**src/rtl/param_sync_fifo.sv**
```systemverilog
// Single-clock FIFO for command/data queues with selectable FWFT or registered read, occupancy count,
// almost-full/almost-empty thresholds, synchronous flush and sticky overflow/underflow flags.
// Ports: i_clk/i_rst_n (async active-low), i_flush, write side (i_wr_en, i_wr_data), read side
// (i_rd_en, o_rd_data, o_rd_valid), status (o_count, o_full, o_empty, o_almost_*), errors (o_overflow,
// o_underflow, i_clr_err). All flags are registered and valid the cycle after the causing edge.
module param_sync_fifo #(
    parameter int DATA_WIDTH = 32,
    parameter int ADDR_WIDTH = 4,
    parameter int AF_LEVEL   = 12,
    parameter int AE_LEVEL   = 2,
    parameter int FWFT       = 1
) (
    input  logic                  i_clk,
    input  logic                  i_rst_n,
    input  logic                  i_flush,
    input  logic                  i_wr_en,
    input  logic [DATA_WIDTH-1:0] i_wr_data,
    input  logic                  i_rd_en,
    output logic [DATA_WIDTH-1:0] o_rd_data,
    output logic                  o_rd_valid,
    output logic [ADDR_WIDTH:0]   o_count,
    output logic                  o_full,
    output logic                  o_empty,
    output logic                  o_almost_full,
    output logic                  o_almost_empty,
    output logic                  o_overflow,
    output logic                  o_underflow,
    input  logic                  i_clr_err
);

    localparam int DEPTH = 1 << ADDR_WIDTH;

    if (!(AE_LEVEL >= 0 && AE_LEVEL < AF_LEVEL && AF_LEVEL <= DEPTH && ADDR_WIDTH >= 1)) begin : g_bad_params
        $error("param_sync_fifo: need 0 <= AE_LEVEL < AF_LEVEL <= DEPTH and ADDR_WIDTH >= 1");
    end

    typedef logic [ADDR_WIDTH:0] ptr_t;

    logic [DATA_WIDTH-1:0] mem [DEPTH];

    ptr_t wr_ptr, rd_ptr;
    ptr_t wr_ptr_nxt, rd_ptr_nxt, count_nxt;
    logic wr_req, rd_req;
    logic full_nxt, empty_nxt;
    logic ovf_set;
    logic ovf_q;

    // Requests are qualified by the registered flags; flush suppresses both.
    always_comb begin
        wr_req     = i_wr_en & ~o_full & ~i_flush;
        rd_req     = i_rd_en & ~o_empty & ~i_flush;
        wr_ptr_nxt = wr_ptr;
        rd_ptr_nxt = rd_ptr;
        if (i_flush) begin
            wr_ptr_nxt = '0;
            rd_ptr_nxt = '0;
        end else begin
            if (wr_req) wr_ptr_nxt = wr_ptr + ptr_t'(1);
            if (rd_req) rd_ptr_nxt = rd_ptr + ptr_t'(1);
        end
        count_nxt = wr_ptr_nxt - rd_ptr_nxt;
        // MSB is the wrap bit: equal low bits with differing wrap bits means full.
        empty_nxt = (wr_ptr_nxt == rd_ptr_nxt);
        full_nxt  = (wr_ptr_nxt[ADDR_WIDTH-1:0] == rd_ptr_nxt[ADDR_WIDTH-1:0]) &&
                    (wr_ptr_nxt[ADDR_WIDTH] != rd_ptr_nxt[ADDR_WIDTH]);
        // A write dropped by flush is not an overflow.
        ovf_set   = i_wr_en & o_full & ~i_flush;
    end

    // Storage is intentionally not reset.
    always_ff @(posedge i_clk) begin
        if (wr_req) mem[wr_ptr[ADDR_WIDTH-1:0]] <= i_wr_data;
    end

    always_ff @(posedge i_clk or negedge i_rst_n) begin
        if (!i_rst_n) begin
            wr_ptr         <= '0;
            rd_ptr         <= '0;
            o_count        <= '0;
            o_empty        <= 1'b1;
            o_full         <= 1'b0;
            o_almost_empty <= 1'b1;
            o_almost_full  <= 1'b0;
            ovf_q          <= 1'b0;
        end else begin
            wr_ptr         <= wr_ptr_nxt;
            rd_ptr         <= rd_ptr_nxt;
            o_count        <= count_nxt;
            o_empty        <= empty_nxt;
            o_full         <= full_nxt;
            o_almost_empty <= (int'(count_nxt) <= AE_LEVEL);
            o_almost_full  <= (int'(count_nxt) >= AF_LEVEL);
            // Set beats clear when both occur in the same cycle.
            ovf_q          <= ovf_set | (ovf_q & ~i_clr_err);
        end
    end

    assign o_overflow = ovf_q;

    if (FWFT != 0) begin : g_fwft
        // Head word is visible combinationally; driven to zero while empty so reset shows zero.
        assign o_rd_data   = o_empty ? '0 : mem[rd_ptr[ADDR_WIDTH-1:0]];
        assign o_rd_valid  = ~o_empty;
        assign o_underflow = 1'b0;
    end else begin : g_reg
        logic [DATA_WIDTH-1:0] rd_data_q;
        logic                  rd_valid_q;
        logic                  unf_q;
        logic                  unf_set;

        assign unf_set = i_rd_en & o_empty & ~i_flush;

        always_ff @(posedge i_clk or negedge i_rst_n) begin
            if (!i_rst_n) begin
                rd_data_q  <= '0;
                rd_valid_q <= 1'b0;
                unf_q      <= 1'b0;
            end else begin
                if (rd_req) rd_data_q <= mem[rd_ptr[ADDR_WIDTH-1:0]];
                rd_valid_q <= rd_req;
                unf_q      <= unf_set | (unf_q & ~i_clr_err);
            end
        end

        assign o_rd_data   = rd_data_q;
        assign o_rd_valid  = rd_valid_q;
        assign o_underflow = unf_q;

        a_rd_data: assert property (@(posedge i_clk) disable iff (!i_rst_n)
            rd_req |=> (o_rd_data == $past(mem[rd_ptr[ADDR_WIDTH-1:0]])));
    end

    a_no_wr_when_full: assert property (@(posedge i_clk) disable iff (!i_rst_n)
        (i_wr_en && o_full && !i_flush) |=> (wr_ptr == $past(wr_ptr)));
    a_no_rd_when_empty: assert property (@(posedge i_clk) disable iff (!i_rst_n)
        (i_rd_en && o_empty && !i_flush) |=> (rd_ptr == $past(rd_ptr)));
    a_wr_step: assert property (@(posedge i_clk) disable iff (!i_rst_n)
        wr_req |=> (wr_ptr == $past(wr_ptr) + ptr_t'(1)));
    a_rd_step: assert property (@(posedge i_clk) disable iff (!i_rst_n)
        rd_req |=> (rd_ptr == $past(rd_ptr) + ptr_t'(1)));
    a_count: assert property (@(posedge i_clk) disable iff (!i_rst_n)
        o_count == ptr_t'(wr_ptr - rd_ptr));
    a_wr_data: assert property (@(posedge i_clk) disable iff (!i_rst_n)
        wr_req |=> (mem[$past(wr_ptr[ADDR_WIDTH-1:0])] == $past(i_wr_data)));

endmodule

```
**config.mk**
```make
export PLATFORM = sky130hd
export DESIGN_NAME = param_sync_fifo
export DESIGN_NICKNAME = d
export VERILOG_FILES = /design/src/rtl/param_sync_fifo.sv
export SDC_FILE = /design/constraint.sdc
export NUM_CORES = 1
export LEC_CHECK = 0
export ABC_AREA = 1
export BUFFER_PORTS_ARGS = -buffer_cell sky130_fd_sc_hd__buf_2
export CAP_MARGIN = 0
export CORE_ASPECT_RATIO = 0.75
export CORE_UTILIZATION = 45
export CTS_CLUSTER_DIAMETER = 30
export DETAILED_ROUTE_END_ITERATION = 8
export PLACE_DENSITY_LB_ADDON = 0.1
export SETUP_SLACK_MARGIN = 0.15
export SLEW_MARGIN = 40
export SYNTH_ARGS = -nofsm -noshare
export SYNTH_HDL_FRONTEND = slang
export SYNTH_SLANG_ARGS = --single-unit
export TNS_END_PERCENT = 1
```
**constraint.sdc**
```tcl
create_clock -name i_clk -period 4.4 [get_ports i_clk]
set_input_delay 0.88 -clock i_clk [delete_from_list [all_inputs] [get_ports i_clk]]
set_output_delay 0.88 -clock i_clk [all_outputs]
set_load 0.05 [all_outputs]
```
# Yosys cells after proc, flatten, opt, wreduce, memory -nomap -nowiden
# Memories as Yosys holds them, arrays and structs flattened.
# Cells that the tools add are included.
# op_classes
muxes	7
eq_ne	3
order_cmp	2
bitwise_logic	12
add_sub_neg	3
n_reduce_logical	1
# ops
operator	n
two-way mux 32 bit	1
two-way mux 5 bit	4
adder 5 x 1 -> 5 bit (second input constant)	2
bitwise AND 1 bit	7
== test 5 bit	1
>= comparator 5 x 4 -> 1 bit (second input constant)	1
<= comparator 5 x 2 -> 1 bit (second input constant)	1
subtractor 5 bit	1
== test 4 bit	1
NOT 1 bit	4
two-way mux 1 bit	2
logical AND 1 bit	1
!= test 1 bit	1
bitwise OR 1 bit	1
# totals
in_bits	38
n_memories	1
reg_bits	20
mem_bits_rw	512
output_inout_bits	44
# memory_table
memory	depth	width	rd	rd_clocked_by_memory_dff	write_ports	line	text
mem	16	32	1	0	1	39	logic [DATA_WIDTH-1:0] mem [DEPTH];

# Longest topological paths before layout
# Gate-level depths: netlist of the first run.
# depth
word_depth	7
depth_mapped	15
mapped_depth_nobuf	14

# Least setup slack after synthesis of the first run
# Ideal clock, no wire load.
# synth_path
kind	input to register
from	input i_flush
to	memory mem[7][0] (enable)
setup_slack_ps	593
arrival_time_ps	3346
path_stages	4
t_required_ps	3939
setup_time_ps	461
n_path_buf	1
cell_sequence	inv_2 -> buf_6 -> nand3_2 -> nor3_1
# synth_between
elab_chain_len	4
# synth_lines
item	line	text
from (decl)	15	input logic i_flush,
NOT 1 bit	50	wr_req = i_wr_en & ~o_full & ~i_flush;
bitwise AND 1 bit	50	
two-way mux 1 bit	72	if (wr_req) mem[wr_ptr[ADDR_WIDTH-1:0]] <= i_wr_data;
two-way mux 1 bit (not written as such)	72	
to (decl)	39	
# Every way passes these cells.

# Worst setup path in the final report of the first run
# layout_path
from	register rd_ptr[1]
to	output o_rd_data[29]
# layout_between
elab_chain_len	2
# layout_lines
item	line	text
from (decl)	41	ptr_t wr_ptr, rd_ptr;
from (signal assigned)	87	rd_ptr <= rd_ptr_nxt;
memory (16 x 32 bit)	n/a	
two-way mux 32 bit	102	assign o_rd_data = o_empty ? '0 : mem[rd_ptr[ADDR_WIDTH-1:0]];
to (decl)	19	output logic [DATA_WIDTH-1:0] o_rd_data,
# Every way passes these cells.

==> flow_metrics.env, run 1 <==
export IMPL_dr_pass1_iters=5
export IMPL_drtIter0Drc=1194
export IMPL_pwr_share_seq=0.356
export IMPL_drt_antenna_violating_nets=0
export IMPL_max_freq_mhz=249
export IMPL_clk_latency_ns=0.65
export IMPL_drive_gt1_frac=0.174
export IMPL_rsz0062_at_grt="no"
export IMPL_routed_wl_microns=55200
export IMPL_overflow=0
export IMPL_synth_seq_cells=532
export IMPL_seq_area_frac_synth=0.745
export IMPL_dpl_instance_area_sq_um=22500
export IMPL_clk_pin_slew_ns=0.04
export IMPL_period_minus_slack_ns=4.01
export IMPL_die_x_microns=253
export IMPL_io_pins=82
export IMPL_p_clk_frac=0.517
export IMPL_initial_core_util=0.460
export IMPL_portBuffers=80
export IMPL_layout_commonest_cell="edfxtp_1"
export IMPL_p_leak_nw=8.96
export IMPL_p_int_mw=11.7
export IMPL_post_cts_setup_buffers=0
export IMPL_tritoncts="yes"
export IMPL_grt_pass1_wl_microns=82800
export IMPL_setup_viol=0
export IMPL_critical_path_class="reg -> out"
export IMPL_cellPowerDensity_nw_per_um2=610
export IMPL_drc=0
export IMPL_cp_required_ns=3.52
export IMPL_via_per_inst=5.52
export IMPL_worst_slew_pin_slew_ns=0.759
export IMPL_mostFrequentLayoutCells="512 x edfxtp_1, 400 x nor2_1, 251 x o21ai_0"
export IMPL_grt_pass1_vias=13200
export IMPL_peakVddDrop_mv=0.515
export IMPL_fin_skew_ns=0.0329
export IMPL_hpwlAfterDp_microns=27300
export IMPL_ctsLongestPathBuffers=3
export IMPL_hold_class="in -> async"
export IMPL_p_comb_frac=0.126
export IMPL_final_hold_viol_count=0
export IMPL_design_core_area_sq_um=46400
export IMPL_maxCapViolations=0
export IMPL_fin_crit_sh=0.911
export IMPL_syn_inst=1645
export IMPL_power_switching_mw=4.29
export IMPL_yosys_cell_types_count=31
export IMPL_gp_congestion=0.774
export IMPL_cts_hold_buf=0
export IMPL_root_buffer="clkbuf_16"
export IMPL_clock_sinks=532
export IMPL_total_power_mw=16.0
export IMPL_netlist_area_sq_um=21300
export IMPL_crit_chain="buf_12 -> buf_16 -> o21ai_0 -> o211ai_1 -> nand3_1 -> a21oi_1 -> buf_2"
export IMPL_core_rowCount=68
export IMPL_syn_to_final_growth_pct=23.2
export IMPL_fin_setup_tns_ns=0
export IMPL_dieArea_sq_um=48300
export IMPL_grt_usage=0.234
export IMPL_wl_per_cell_microns=22.2
export IMPL_slowest_stage="dfrtp_4"
export IMPL_endpoint_kind="output pin"
export IMPL_p_sw_frac=0.268
export IMPL_ctsHtreeMaxLevel=3
export IMPL_drv_slew=0
export IMPL_fillers=3748
export IMPL_run_status="finished clean"
export IMPL_die_h_microns=190
export IMPL_relSlewSlack=0.494
export IMPL_yosysWarnings=0
export IMPL_crit_arrival_ns=3.13
export IMPL_start_kind="flip-flop"
export IMPL_synth_fp_nets=1693
export IMPL_cp_max_fo=100
export IMPL_synth_avg_cell_area_sq_um=13.0
export IMPL_fin_nets=1807
export IMPL_vias=13700
export IMPL_cts_resized=0
export IMPL_max_stage_delay_ns=0.44
export IMPL_grt_max_degree=195
export IMPL_grt_antenna_before_repair=2
export IMPL_numCtsBuffers=103
export IMPL_fin_area_sq_um=26300
-- synth_stat cells --
cell type | number | share of area
buf_6 | 16 | 0.0085
nand3_2 | 1 | 0.00047
nand3_1 | 74 | 0.017
a21o_1 | 1 | 0.00035
a31oi_1 | 2 | 0.00059
edfxtp_1 | 512 | 0.72
nand4_1 | 2 | 0.00059
o211ai_1 | 129 | 0.045
inv_1 | 27 | 0.0048
o22ai_1 | 1 | 0.00029
dfstp_2 | 2 | 0.0025
xnor2_1 | 1 | 0.00041
nor3_1 | 2 | 0.00047
ha_1 | 9 | 0.0053
o21ai_1 | 10 | 0.0023
nor2_1 | 415 | 0.073
buf_1 | 13 | 0.0023
clkbuf_1 | 57 | 0.010
o31ai_1 | 1 | 0.00035
buf_2 | 19 | 0.0045
inv_2 | 2 | 0.00035
nand2_1 | 31 | 0.0055
fa_1 | 1 | 0.00094
clkinv_1 | 1 | 0.00018
dfrtp_1 | 18 | 0.021
o21ai_0 | 251 | 0.059
buf_8 | 1 | 0.00070
buf_4 | 5 | 0.0018
a21oi_1 | 39 | 0.0092
conb_1 | 1 | 0.00018
xor2_1 | 1 | 0.00041
-- path summary, 6_finish.rpt --
kind	start	to	slack [ns]	cells after the start
setup / recovery	rd_ptr[1]	o_rd_data[29]	0.39	7
hold / removal	i_rst_n	o_count[2]	0.21	1
setup reg to reg	rd_ptr[0]	o_almost_empty	1.27	14
hold reg to reg	o_overflow	o_overflow	0.55	2
max in group asynchronous	i_rst_n	rd_ptr[0]	3.82	1
min in group i_clk	i_clr_err	o_overflow	0.48	2
-- area by class of cell --
type / count / area [sq um] / area share
clock buffer: 112 / 2630 / 0.100
antenna: 2 / 5.00 / 0.000191
clock inverter: 81 / 1080 / 0.0413
multi-input combinational: 972 / 4850 / 0.185
tap: 630 / 788 / 0.0300
inverter: 30 / 120 / 0.00458
sequential: 532 / 15900 / 0.605
timing repair buffer: 120 / 883 / 0.0336
-- routing by layer --
metal,vias up,GRT usage,routed length [microns]
met5,-,0,0
met1,6822,0.340,26200
met3,87,0.0485,3150
li1,6331,-,-
met4,0,0.0669,1040
met2,447,0.355,24800
-- per-stage QoR --
stage | util | setup WS, ns | std cells | hold WS, ns
6_report | 0.566 | 0.390 | 2479 | 0.206
3_3_place_gp | 0.485 | 1.08 | 2283 | 0.548
3_5_place_dp | 0.485 | 1.12 | 2283 | 0.545
2_1_floorplan | - | 0.593 | 1645 | 0.565
4_1_cts | 0.565 | 0.435 | 2476 | 0.191
5_1_grt | 0.566 | 0.215 | 2478 | 0.223
-- cells by family (layout without fill, tap and decap cells) --
kind of cell	count (synthesis)	in the layout	synth area share
adders and majority gates	10	10	0.00622
DFF	532	532	0.745
buffers and inverters	141	343	0.0330
xor gates and xnor gates	2	2	0.000822
other	1	3	0.000176
and+or+nand+nor	525	525	0.0974
AOI/OAI and AO/OA	434	434	0.117
-- state kept, by name, summed over array words and instances, names as in the netlist --
name            flops
o_count             5
mem               512
wr_ptr              5
o_empty             1
o_almost_full       1
rd_ptr              5
o_full              1
o_overflow          1
o_almost_empty      1
-- critical path, delay by kind of cell, from the launching register on --
family	cells	cell delay, ns
buffers and inverters	3	1.12
AO/OA/AOI/OAI	3	0.74
flip-flops	1	0.44
AND/OR/NAND/NOR	1	0.13
-- power by group through the flow --
stage	logic (mW)	clock network (mW)	registers [mW]
CTS	2.03	8.38	5.70
global placement	2.01	0	5.79
finish	2.02	8.28	5.70
floorplan	1.40	0	5.85
detailed placement	2.02	0	5.80
global route	2.21	8.64	5.71
Power figures use the tool's default switching activity.
==> inputs of run 2 (changes only) <==
CTS_BUF_LIST = sky130_fd_sc_hd__clkbuf_4 sky130_fd_sc_hd__clkbuf_8   (was unset)
==> flow_metrics.env, run 2 (synthesized netlist as in run 1, its figures left out) <==
export IMPL_cp_required_ns=3.52
export IMPL_max_freq_mhz=251
export IMPL_grt_pass1_vias=13200
export IMPL_r2r_setup_slack_ns=1.31
export IMPL_maxCapViolations=0
export IMPL_rsz0062_at_grt="no"
export IMPL_dieArea_sq_um=48300
export IMPL_wl_per_cell_microns=22.2
export IMPL_worst_slew_pin_slew_ns=0.764
export IMPL_ctsLongestPathBuffers=3
export IMPL_numCtsBuffers=107
export IMPL_hpwlAfterDp_microns=27300
export IMPL_endpoint_kind="output pin"
export IMPL_fin_skew_ns=0.0349
export IMPL_core_rowCount=68
export IMPL_design_core_area_sq_um=46400
export IMPL_gp_congestion=0.774
export IMPL_cts_hold_buf=0
export IMPL_die_h_microns=190
export IMPL_fin_setup_tns_ns=0
export IMPL_drt_antenna_violating_nets=0
export IMPL_cellPowerDensity_nw_per_um2=535
export IMPL_post_cts_setup_buffers=0
export IMPL_die_x_microns=253
export IMPL_drtIter0Drc=1254
export IMPL_worstRegToRegCells=14
export IMPL_peakVddDrop_mv=0.297
export IMPL_portBuffers=80
export IMPL_initial_core_util=0.460
export IMPL_layout_commonest_cell="edfxtp_1"
export IMPL_setup_viol=0
export IMPL_fillers=3930
export IMPL_drc=0
export IMPL_clk_latency_ns=0.68
export IMPL_clock_sinks=532
export IMPL_drv_slew=0
export IMPL_overflow=0
export IMPL_routed_wl_microns=55100
export IMPL_fin_nets=1811
export IMPL_via_per_inst=5.47
export IMPL_clk_pin_slew_ns=0.06
export IMPL_period_minus_slack_ns=3.99
export IMPL_root_buffer="clkbuf_8"
export IMPL_tritoncts="yes"
export IMPL_hold_slack_ns=0.151
export IMPL_crit_reg2reg_launch="rd_ptr[0]"
export IMPL_grt_antenna_before_repair=2
export IMPL_crit_arrival_ns=3.11
export IMPL_run_status="finished clean"
export IMPL_largest_register_ffs=512
export IMPL_final_util=0.538
export IMPL_grt_pass1_wl_microns=82500
export IMPL_fin_crit_sh=0.906
export IMPL_vias=13600
export IMPL_hold_class="in -> async"
export IMPL_start_kind="flip-flop"
export IMPL_reg2reg_to="o_almost_empty"
export IMPL_critical_path_class="reg -> out"
export IMPL_cp_max_fo=100
export IMPL_grt_usage=0.233
export IMPL_ctsHtreeMaxLevel=3
export IMPL_grt_max_degree=195
export IMPL_final_hold_viol_count=0
export IMPL_fin_cells=2485
export IMPL_io_pins=82
export IMPL_mostFrequentLayoutCells="512 x edfxtp_1, 400 x nor2_1, 251 x o21ai_0"
export IMPL_syn_to_final_growth_pct=17.1
export IMPL_placed_cells=2283
export IMPL_multi_input_area_sq_um=4850
export IMPL_cts_resized=0
export IMPL_drive_gt1_frac=0.178
export IMPL_p_leak_nw=8.38
export IMPL_register_area_sq_um=15900
export IMPL_relSlewSlack=0.491
export IMPL_dr_pass1_iters=5
[run 2: changes by cell type in the layout (fill, tap and decap cells not counted), sizes merged]
cell	delta
bufinv	-6
clkinvlp	+6
clkbuf	+19
clkinv	-5
inv	-8
[run 2: where the power goes]
part / leakage [nW] / internal [mW] / switching [mW]
combinational: 2.30 / 0.503 / 1.52
sequential: 4.87 / 5.62 / 0.0705
clock: 1.21 / 3.41 / 2.23
total: 8.38 / 9.54 / 3.82
[run 2: worst max-delay path by stage]
stage,startpoint,slack (ns),to,depth (start not counted)
global route,rd_ptr[0],0.15,o_rd_data[10],8
detailed placement,rd_ptr[0],1.12,o_rd_data[10],6
floorplan,i_flush,0.59,mem[7][0],4
finish,rd_ptr[1],0.41,o_rd_data[10],7
CTS,rd_ptr[1],0.36,o_rd_data[2],6
global placement,rd_ptr[1],1.08,o_rd_data[2],6
[run 2: layout make-up]
type	count	area share
Sequential cell	532	0.637
Multi-Input combinational cell	972	0.194
Clock buffer	131	0.0667
Timing Repair Buffer	120	0.0354
Tap cell	630	0.0316
Clock inverter	68	0.0302
Inverter	30	0.00481
Antenna cell	2	0.000201
[run 2: worst max-delay path, cell delays in order (launching register included)]
cell and delay, ns:
dfrtp_4 0.44, buf_12 0.36, buf_16 0.39, o21ai_0 0.16, o211ai_1 0.19, nand3_1 0.11
a21oi_1 0.37, buf_2 0.34
[run 2: routing by layer]
| metal | wire length, microns | GRT usage |
|---|---|---|
| met5 | 0 | 0 |
| met4 | 1080 | 0.0681 |
| met2 | 24800 | 0.355 |
| met1 | 25800 | 0.337 |
| met3 | 3430 | 0.0491 |
[run 2: metrics by stage]
step           cell area (sq um)  setup WS [ns]  power, mW
6_report                   25000          0.415       13.4
5_1_grt                    25000          0.150       13.9
4_1_cts                    24900          0.356       13.5
3_5_place_dp               22500           1.12       7.82
3_3_place_gp               22500           1.08       7.81
2_1_floorplan              21300          0.593       7.25
==> inputs of run 3 (changes only) <==
PLACE_DENSITY = 0.68   (was unset)
PLACE_DENSITY_LB_ADDON = unset   (was 0.1)
==> flow_metrics.env, run 3 (synthesized netlist as in run 1, its figures left out) <==
export IMPL_run_status="finished clean"
export IMPL_fillers=3879
export IMPL_via_per_inst=5.55
export IMPL_tritoncts="yes"
export IMPL_die_h_microns=190
export IMPL_fin_skew_ns=0.0201
export IMPL_drtIter0Drc=1371
export IMPL_die_x_microns=253
export IMPL_initial_core_util=0.460
export IMPL_core_rowCount=68
export IMPL_final_util=0.524
export IMPL_io_pins=82
export IMPL_worst_slew_pin_slew_ns=0.811
export IMPL_clk_pin_slew_ns=0.06
export IMPL_endpoint_kind="output pin"
export IMPL_dieArea_sq_um=48300
export IMPL_p_leak_nw=8.10
export IMPL_clk_latency_ns=0.65
export IMPL_root_buffer="clkbuf_8"
export IMPL_hold_class="in -> async"
export IMPL_relSlewSlack=0.458
export IMPL_fin_crit_sh=0.901
export IMPL_routed_wl_microns=50900
export IMPL_clock_sinks=532
export IMPL_max_freq_mhz=252
export IMPL_wl_per_cell_microns=20.8
export IMPL_final_hold_viol_count=0
export IMPL_period_minus_slack_ns=3.97
export IMPL_cts_resized=0
export IMPL_dpl_instance_area_sq_um=22400
export IMPL_fin_setup_tns_ns=0
export IMPL_syn_to_final_growth_pct=13.9
export IMPL_ctsLongestPathBuffers=3
export IMPL_hpwlAfterDp_microns=26700
export IMPL_portBuffers=80
export IMPL_fin_area_sq_um=24300
export IMPL_layout_commonest_cell="edfxtp_1"
export IMPL_vias=13600
export IMPL_drc=0
export IMPL_drt_antenna_violating_nets=0
export IMPL_drv_slew=0
export IMPL_pre_cts_slack_ns=1.03
export IMPL_drive_gt1_frac=0.161
export IMPL_grt_pass1_vias=13000
export IMPL_overflow=0
export IMPL_grt_max_degree=195
export IMPL_n_antenna_cell=0
export IMPL_cellPowerDensity_nw_per_um2=498
export IMPL_fin_nets=1794
export IMPL_cp_required_ns=3.52
export IMPL_ctsHtreeMaxLevel=3
export IMPL_crit_arrival_ns=3.09
export IMPL_gp_congestion=0.780
export IMPL_mostFrequentLayoutCells="512 x edfxtp_1, 400 x nor2_1, 251 x o21ai_0"
export IMPL_worst_slack_ns=0.434
export IMPL_grt_usage=0.213
export IMPL_design_core_area_sq_um=46400
export IMPL_placed_cells=2283
export IMPL_cts_hold_buf=0
export IMPL_setup_viol=0
export IMPL_rsz0062_at_grt="no"
export IMPL_grt_pass1_wl_microns=77200
export IMPL_start_kind="flip-flop"
export IMPL_maxCapViolations=0
export IMPL_largest_register_ffs=512
export IMPL_cp_max_fo=126
export IMPL_fin_cells=2445
export IMPL_post_cts_setup_buffers=0
export IMPL_dr_pass1_iters=5
export IMPL_grt_antenna_before_repair=1
export IMPL_peakVddDrop_mv=0.362
export IMPL_critical_path_class="reg -> out"
export IMPL_numCtsBuffers=90
-- run 3: changes by cell type in the layout (fill, tap and decap cells not counted), moves of 2 or more --
cell and change:
buf_12 -6, buf_4 +3, buf_8 +2, clkinv_2 -3, diode_2 -2, clkinvlp_4 -11
bufinv_16 -11, clkbuf_8 -14, clkinv_4 +2
-- run 3: final cells by class --
class / count / area [sq um] / share of cell area
sequential: 532 / 15900 / 0.654
multi-input combinational: 972 / 4850 / 0.200
clock buffer: 116 / 1470 / 0.0603
timing repair buffer: 120 / 827 / 0.0341
tap: 630 / 788 / 0.0325
clock inverter: 45 / 345 / 0.0142
inverter: 30 / 118 / 0.00484
-- run 3: worst max-delay path, cell delays in order, from the launching register on --
cell and delay (ns):
dfrtp_4 0.43, buf_12 0.25, buf_16 0.44, o21ai_0 0.19, o211ai_1 0.20, nand3_1 0.09, a21oi_1 0.40, buf_2 0.36
-- run 3: stage by stage --
stage	hold WS, ns	power [mW]
3_3_place_gp	0.530	7.75
3_5_place_dp	0.523	7.77
4_1_cts	0.165	12.2
2_1_floorplan	0.565	7.25
6_report	0.193	12.1
5_1_grt	0.194	12.6
-- run 3: metal layers --
| layer | part of all wire | routed length [microns] | up-vias | global-route usage |
|---|---|---|---|---|
| met3 | 0.073 | 3720 | 72 | 0.0455 |
| li1 | - | - | 6263 | - |
| met2 | 0.46 | 23200 | 524 | 0.322 |
| met4 | 0.018 | 942 | 2 | 0.0613 |
| met5 | 0.00026 | 13 | - | 0 |
| met1 | 0.45 | 23000 | 6713 | 0.311 |
-- run 3: worst paths after layout --
kind / from / depth (start not counted) / slack [ns] / endpoint
setup / recovery: rd_ptr[1] / 7 / 0.43 / o_rd_data[30]
hold / removal: i_rst_n / 1 / 0.19 / wr_ptr[4]
setup reg to reg: rd_ptr[1] / 14 / 1.22 / o_almost_full
hold reg to reg: o_overflow / 2 / 0.54 / o_overflow
max in group asynchronous: i_rst_n / 1 / 3.82 / rd_ptr[1]
min in group i_clk: i_clr_err / 2 / 0.44 / o_overflow
-- run 3: power by group --
part / leakage, nW / switching [mW] / internal, mW
registers: 4.87 / 0.0403 / 5.62
logic: 2.29 / 1.52 / 0.495
clock network: 0.947 / 1.97 / 2.43
total: 8.10 / 3.54 / 8.55
